$ cat src/rtl/data_sel_pkg.sv
// Shared definitions for the registered N-channel data selector.
// Mode encodings used by the top level and the bench.
package data_sel_pkg;

  localparam logic MODE_FIXED = 1'b0;
  localparam logic MODE_RR    = 1'b1;

endpackage

$ cat src/rtl/rr_arbiter.sv
// Round-robin arbiter: one-hot grant to the first request after ptr.
// Stateless; the pointer register lives in the caller.
module rr_arbiter #(
  parameter  int N_CH  = 4,
  localparam int SEL_W = $clog2(N_CH)
) (
  input  logic [N_CH-1:0]  req,
  input  logic [SEL_W-1:0] ptr,
  output logic [N_CH-1:0]  gnt
);

  logic [SEL_W-1:0]  start;
  logic [2*N_CH-1:0] req2;
  logic [2*N_CH-1:0] gnt2;
  logic [N_CH-1:0]   rot;
  logic [N_CH-1:0]   prio;

  assign start = (ptr >= SEL_W'(N_CH-1)) ? '0 : ptr + 1'b1;
  assign req2  = {req, req};
  assign rot   = req2[start +: N_CH];
  // isolate the lowest set bit, then rotate back into place
  assign prio  = rot & (~rot + N_CH'(1));
  assign gnt2  = {prio, prio} << start;
  assign gnt   = gnt2[2*N_CH-1 -: N_CH];

endmodule

$ cat src/rtl/data_sel_arb.sv
// Registered N-channel data selector, fixed or round-robin select,
// with valid/ready on every channel and one output register stage.
module data_sel_arb
  import data_sel_pkg::*;
#(
  parameter  int N_CH  = 4,
  parameter  int WIDTH = 8,
  localparam int SEL_W = $clog2(N_CH)
) (
  input  logic                  clk,
  input  logic                  rst_n,
  input  logic                  mode,
  input  logic [SEL_W-1:0]      sel,
  input  logic [N_CH-1:0]       in_valid,
  input  logic [N_CH*WIDTH-1:0] in_data,
  output logic [N_CH-1:0]       in_ready,
  output logic                  out_valid,
  output logic [WIDTH-1:0]      out_data,
  output logic [SEL_W-1:0]      out_ch,
  input  logic                  out_ready
);

  logic             load_en;
  logic             xfer;
  logic [N_CH-1:0]  rr_gnt;
  logic [N_CH-1:0]  fix_gnt;
  logic [N_CH-1:0]  grant;
  logic [WIDTH-1:0] nxt_data;
  logic [SEL_W-1:0] nxt_ch;
  logic [SEL_W-1:0] rr_ptr;

  rr_arbiter #(.N_CH(N_CH)) u_rr (
    .req (in_valid),
    .ptr (rr_ptr),
    .gnt (rr_gnt)
  );

  assign load_en = !out_valid | out_ready;

  // an out-of-range sel matches no channel
  always_comb begin
    fix_gnt = '0;
    for (int i = 0; i < N_CH; i++) begin
      if (int'(sel) == i) fix_gnt[i] = in_valid[i];
    end
  end

  always_comb begin
    grant = '0;
    unique case (mode)
      MODE_RR:    grant = rr_gnt;
      MODE_FIXED: grant = fix_gnt;
    endcase
  end

  assign in_ready = grant & {N_CH{load_en}};
  assign xfer     = |(in_valid & in_ready);

  always_comb begin
    nxt_data = '0;
    nxt_ch   = '0;
    for (int i = 0; i < N_CH; i++) begin
      if (grant[i]) begin
        nxt_data = in_data[i*WIDTH +: WIDTH];
        nxt_ch   = SEL_W'(i);
      end
    end
  end

  always_ff @(posedge clk or negedge rst_n) begin
    if (!rst_n) begin
      out_valid <= 1'b0;
      out_data  <= '0;
      out_ch    <= '0;
      rr_ptr    <= SEL_W'(N_CH-1);
    end else begin
      if (load_en) begin
        out_valid <= xfer;
        if (xfer) begin
          out_data <= nxt_data;
          out_ch   <= nxt_ch;
        end
      end
      if (xfer && mode == MODE_RR) rr_ptr <= nxt_ch;
    end
  end

endmodule

$ cat config.mk
export PLATFORM = sky130hd
export DESIGN_NAME = data_sel_arb
export DESIGN_NICKNAME = d
export VERILOG_FILES = /design/src/rtl/data_sel_pkg.sv /design/src/rtl/rr_arbiter.sv /design/src/rtl/data_sel_arb.sv
export SDC_FILE = /design/constraint.sdc
export NUM_CORES = 1
export LEC_CHECK = 0
export ABC_AREA = 1
export BUFFER_PORTS_ARGS = -buffer_cell sky130_fd_sc_hd__buf_2
export CAP_MARGIN = 15
export CORE_UTILIZATION = 51
export CTS_CLUSTER_DIAMETER = 150
export DETAILED_ROUTE_END_ITERATION = 10
export GPL_TIMING_DRIVEN = 0
export PLACE_DENSITY = 0.87
export SLEW_MARGIN = 0
export SYNTH_ARGS = -nofsm -noshare
export SYNTH_HDL_FRONTEND = slang
export SYNTH_SLANG_ARGS = --single-unit
$ cat constraint.sdc
create_clock -name clk -period 4.14 [get_ports clk]
set_input_delay 0.207 -clock clk [delete_from_list [all_inputs] [get_ports clk]]
set_output_delay 0.207 -clock clk [all_outputs]
set_load 0.05 [all_outputs]
==> out/metrics.cfg, run 1 <==
[worst_setup_path]
slowest_delay_ps=600
crit_type=flop to output pin
critPathArrivalTime_ps=2620
cp_cell_sequence=ha_1 -> clkinv_1 -> nand3_1 -> nand2_2 -> clkinv_1 -> o21ai_1 -> nand3_1 -> nand3_4 -> nand3_2 -> inv_1 -> buf_2
cp-startpoint=rr_ptr[0]
critPathLaunchType=flop
regToRegStartpoint=rr_ptr[0]
endpoint_kind=output pin
crit_fanout=10
required_ps=3930
cp_slowest_cell=dfstp_2

[finish]
fin_cells=280
drive_above_1_share_pct=38.1
area_delta_synth_final_pct=27.0
num-nets-final=296
diodes=0
stdcell_area_sq_um=1630

[pwr]
power_uw=1700
ir_drop_v=0.000650
power-per-cell-area_nw_per_um2=1040
leakagePower_uw=0.000923

[yosys]
ys_ff_latch=13
netlist_top_cells_count=nand2_1, nand3_1, inv_1
synth.net_count=235
yosysTopAreaCell=dfrtp_1
synthCells=192
synth_area_leaders=dfrtp_1, nand2_1, nand3_1, nand2_2, inv_1
avgSynthCellArea_sq_um=6.68
synthDistinctLibCells=23
ys_warn_count=0
synth_most_common_cell=nand2_1
yosys_most_used_dff=dfrtp_1
synth.top_cell.area_share_pct=21.5
syn-cell-area_sq_um=1280
yosysSeqAreaShare_pct=25.6
synth_edf_count=0
synthArstFlopShare_pct=100

[clocking]
root_buffer=clkbuf_4
cts.sinks=13
cts.htree.levels=1
cts.path.max_buffers=2
clk_pin_slew_ps=90
cts_tree=done
clkLatencyLatePin_ps=280
postCtsSetupRepairBufs=0
cts-buffers-inserted=3

[detailed_routing]
via_per_inst=5.23
totalWireLength_mm=3.41
vias=1464
drt-wirelength-per-cell_um=12.2
postRouteAntennaNets=0
drc=0
dr.pass1.iters=4
drt_iter0_drc=39

[sta]
finClkSkew_ps=9.52
report.final.slew_viol_count=0
tns_ps=0
max_freq_mhz=353
hold_viol=0
fin_crit_ps=2830
setup_viol=0
rsz0062_at_grt=no
finalCritPeriodShare_pct=68.3
max_slew_margin_pct=41.5
worst_slew_pin_slew_ps=872
holdWs_ps=196

[floorplan]
die_area_sq_um=2720
io_pins=57
die_w_um=52.1
die_h_um=52.1
initial_core_util_pct=55.8
core_sq_um=2300
num_rows=17

[global_route]
grt_max_degree=14
grt_first_pass_wirelength_mm=5.64
grt_usage_pct=28.0
overflow=0
antenna_found_initial=0
grt_pass1_vias=1291

[placement]
hpwlAfterDp_mm=2.65
placed_cell_area_sq_um=1590
portBuffers=55
gp_congestion=0.818
dp_cells=275

[flow_run]
cap_violations=0

[hold_path]
min_from=mode
min_path_type=primary input to flop

[outcome]
outcome=finished clean

## worst max-delay path, delay by kind of cell, from the launching register on
family	cells	cell delay (ps)
buf+inv	4	630
simple gates	5	680
fa+ha+maj	1	270
compound gates	1	160
flops	1	600
## worst paths after layout
| check | to | slack [ps] | depth (start not counted) |
|---|---|---|---|
| worst max-delay path | in_ready[2] | 1310 | 11 |
| worst min-delay path | rr_ptr[1] | 200 | 3 |
| worst max register to register | out_data[5] | 1600 | 15 |
| worst min register to register | rr_ptr[1] | 480 | 2 |
| max in group asynchronous | rr_ptr[1] | 3510 | 2 |
| min in group asynchronous | out_data[7] | 350 | 2 |
## flip-flops by register name, indices dropped and copies added (netlist names)
name	cells
out_ch	2
out_data	8
out_valid	1
rr_ptr	2
## layout by cell type, fill, tap and decap left out, drive strengths merged, types with 2 or more instances in the layout
cell,netlist,layout
o21ai,2,2
nand4,8,8
dfrtp,11,11
clkbuf,1,5
nor2,4,4
nand2,84,84
o31ai,2,2
nand3,49,49
dfstp,2,2
buf,2,57
clkinv,2,2
nor4,2,2
inv,22,22
## power by group
group / total, uW / switching [uW] / internal, uW
logic: 1370 / 950 / 418
registers: 249 / 44.7 / 204
clock network: 81.5 / 44.1 / 37.4
## cell families after synthesis
kind of cell	synth area share, %
AO/OA/AOI/OAI	2.73
adder cells (fa/ha/maj)	0.975
buffers and inverters	10.1
flip-flops	25.6
AND/OR/NAND/NOR	60.6
## cell type report
class | instances | area [sq um]
buffer | 3 | 40.0
tap | 28 | 35.0
inverter | 24 | 90.1
sequential | 13 | 328
timing repair buffer | 56 | 285
multi-input combinational | 152 | 825
fill | 216 | 668
clock buffer | 4 | 26.3
## stage by stage
step                setup slack (ps)  utilization, %
finish                          1310            70.9
global route                    1100            70.9
CTS                             1310            70.9
detailed placement              1620            69.3
global placement                1650            69.3
floorplan                       1820               -
## routing by layer
metal	GRT usage (%)	routed length, um	share of wire, %
met5	0	0	0
met4	7.02	6	0.18
met3	5.85	274	8.0
met2	46.2	1700	50
met1	37.0	1430	42
## what timing repair did
action                                  CTS  global route
resized for setup                         0             0
hold buffers                              1             0
endpoints found under the hold margin    11             0
endpoints found under the setup margin    0             0
No activity file was read; power rests on OpenSTA's default activity.
==> inputs of run 2 (changes only) <==
- CORE_UTILIZATION: 51 -> 47
- PLACE_DENSITY: 0.87 -> 0.82
- clock period: 4.14 -> 2.65 ns (I/O delays scaled with it)
==> run 2 against run 1 <==
Against the previous run:
- sequential power grew 60%
- largest cell class unchanged
- critical path depth is 3 higher
- critical endpoint is now in_ready[1]
- clock power up 51%
- first-iteration DRC count increased by 18%
- critical path type unchanged
- total power increased by 77%
==> out/metrics.cfg, run 2 (same netlist as run 1, synthesis figures left out) <==
[outcome]
outcome=finished clean  ; unchanged

[pwr]
leakagePower_uw=0.00100  ; was 0.000923 uW
power-per-cell-area_nw_per_um2=1680  ; was 1040 nW/um^2
swShare_pct=57.6  ; was 61.1%
pwr-share-clk_pct=4.1  ; was 4.8%
seqPwrFrac_pct=13.2  ; was 14.6%
ir_drop_v=0.00157  ; was 0.000650 V
p_comb_share_pct=82.7  ; was 80.6%
p_int_uw=1280  ; was 660 uW
p_switching_uw=1730  ; was 1040 uW

[finish]
largest_register_ff_count=8  ; unchanged
utilization_pct=71.2  ; was 70.9%
largest-register=out_data  ; unchanged
stdcell_area_sq_um=1800  ; was 1630 sq um
area_delta_synth_final_pct=40.0  ; was 27.0%
drive_above_1_share_pct=43.4  ; was 38.1%
n_fill_cell=211  ; was 216
layout_commonest_cell=nand2_1  ; unchanged
num-nets-final=311  ; was 296
reg_top3=out_data x8, out_ch x2, rr_ptr x2  ; unchanged
mostFrequentLayoutCells=nand2_1, buf_2, nand3_1, inv_1, buf_4  ; was nand2_1, buf_2, nand3_1, inv_1, nand2_2
diodes=0  ; unchanged
fin_cells=297  ; was 280

[sta]
tns_ps=0  ; unchanged
max_slew_margin_pct=46.1  ; was 41.5%
finalCritPeriodShare_pct=93.8
report.final.slew_viol_count=0  ; unchanged
setup_viol=0  ; unchanged
hold_viol=0  ; unchanged
holdWs_ps=137  ; was 196 ps
fin_crit_ps=2490
max_freq_mhz=402
finClkSkew_ps=0.755  ; was 9.52 ps
worst_slew_pin_slew_ps=803  ; was 872 ps

[clocking]
cts-buffers-inserted=3  ; unchanged
cts.htree.levels=1  ; unchanged
cts.path.max_buffers=2  ; unchanged
cts.sinks=13  ; unchanged
cts_tree=done  ; unchanged
root_buffer=clkbuf_4  ; unchanged
clkLatencyLatePin_ps=270  ; was 280 ps
clk_pin_slew_ps=80  ; was 90 ps

[worst_setup_path]
required_ps=2520  ; was 3930 ps
endpoint_kind=output pin  ; unchanged
crit_type=flop to output pin  ; unchanged
critPathArrivalTime_ps=2350  ; was 2620 ps
crit_fanout=9  ; was 10
critPathLaunchType=flop  ; unchanged

[detailed_routing]
via_per_inst=5.23  ; about the same
dr.pass1.iters=4  ; unchanged
totalWireLength_mm=3.59  ; was 3.41 mm
drc=0  ; unchanged
vias=1554  ; was 1,464
postRouteAntennaNets=0  ; unchanged
drt_iter0_drc=46  ; was 39
drt-wirelength-per-cell_um=12.1  ; was 12.2 um

[global_route]
grt_max_degree=14  ; unchanged
overflow=0  ; unchanged
antenna_found_initial=0  ; unchanged
grt_pass1_vias=1205  ; was 1,291
grt_usage_pct=23.8  ; was 28.0%
grt_first_pass_wirelength_mm=5.18  ; was 5.64 mm

[floorplan]
die_h_um=54.2  ; was 52.1 um
num_rows=18  ; was 17
initial_core_util_pct=50.8  ; was 55.8%
die_w_um=54.2  ; was 52.1 um
die_area_sq_um=2940  ; was 2720 sq um
core_sq_um=2520  ; was 2300 sq um
io_pins=57  ; unchanged

[placement]
dp_cells=277  ; was 275
portBuffers=55  ; unchanged
hpwlAfterDp_mm=2.49  ; was 2.65 mm
placed_cell_area_sq_um=1600  ; was 1590 sq um
gp_congestion=0.823  ; was 0.818

[flow_run]
cap_violations=0  ; unchanged

[hold_path]
min_path_type=primary input to flop  ; unchanged

[run 2: final cells by class]
cell class | count | area, sq um | area share (%)
sequential | 13 | 328 | 18.3
multi-input combinational | 152 | 853 | 47.5
timing repair buffer | 71 | 419 | 23.3
buffer | 3 | 40.0 | 2.23
inverter | 24 | 91.3 | 5.09
tap | 30 | 37.5 | 2.09
clock buffer | 4 | 26.3 | 1.46
[run 2: final timing paths]
check / start / end / slack (ps) / depth (start not counted)
max in group asynchronous: rst_n / rr_ptr[1] / 2110 / 2
min in group asynchronous: rst_n / out_data[5] / 260 / 2
setup reg to reg: rr_ptr[0] / out_data[3] / 260 / 17
hold reg to reg: out_ch[1] / out_ch[1] / 490 / 2
hold / removal: mode / rr_ptr[1] / 140 / 3
setup / recovery: rr_ptr[0] / in_ready[1] / 160 / 14
[run 2: worst max-delay path: stages (launching register included)]
cell     delay [ps]
dfstp_2         590
ha_4            160
inv_1            60
nand2_4         110
nand2_1          80
nand3_1          90
nand2_2         100
nor2_4          130
nand3_1          90
nand3_1         110
nand2_2          90
nand2_4         130
nand2_2          90
inv_1            80
buf_6           160
[run 2: metal layers]
layer | track usage, % | part of all wire (%)
met1 | 34.1 | 45
met5 | 0 | 0
met2 | 37.0 | 48
met4 | 1.28 | 0.81
met3 | 6.39 | 6.2
[run 2: repair_timing]
action,in CTS,in global routing
hold buffers,1,0
setup buffers,0,15
resized for setup,4,11
setup endpoints to repair,4,14
pin swaps,0,5
gates cloned,0,0
endpoints found under the hold margin,13,0
[run 2: power groups by stage]
stage / sequential [uW] / clock [uW] / combinational (uW)
floorplan: 678 / 0 / 1440
global placement: 392 / 0 / 2110
detailed placement: 391 / 0 / 2140
CTS: 392 / 124 / 2150
global route: 410 / 135 / 2720
finish: 399 / 123 / 2490
[run 2: metrics by stage]
| stage | setup WS (ps) | power, uW |
|---|---|---|
| detailed placement | 141 | 2530 |
| floorplan | 382 | 2120 |
| global route | -32.9 | 3270 |
| global placement | 167 | 2510 |
| finish | 163 | 3010 |
| CTS | 16.7 | 2670 |
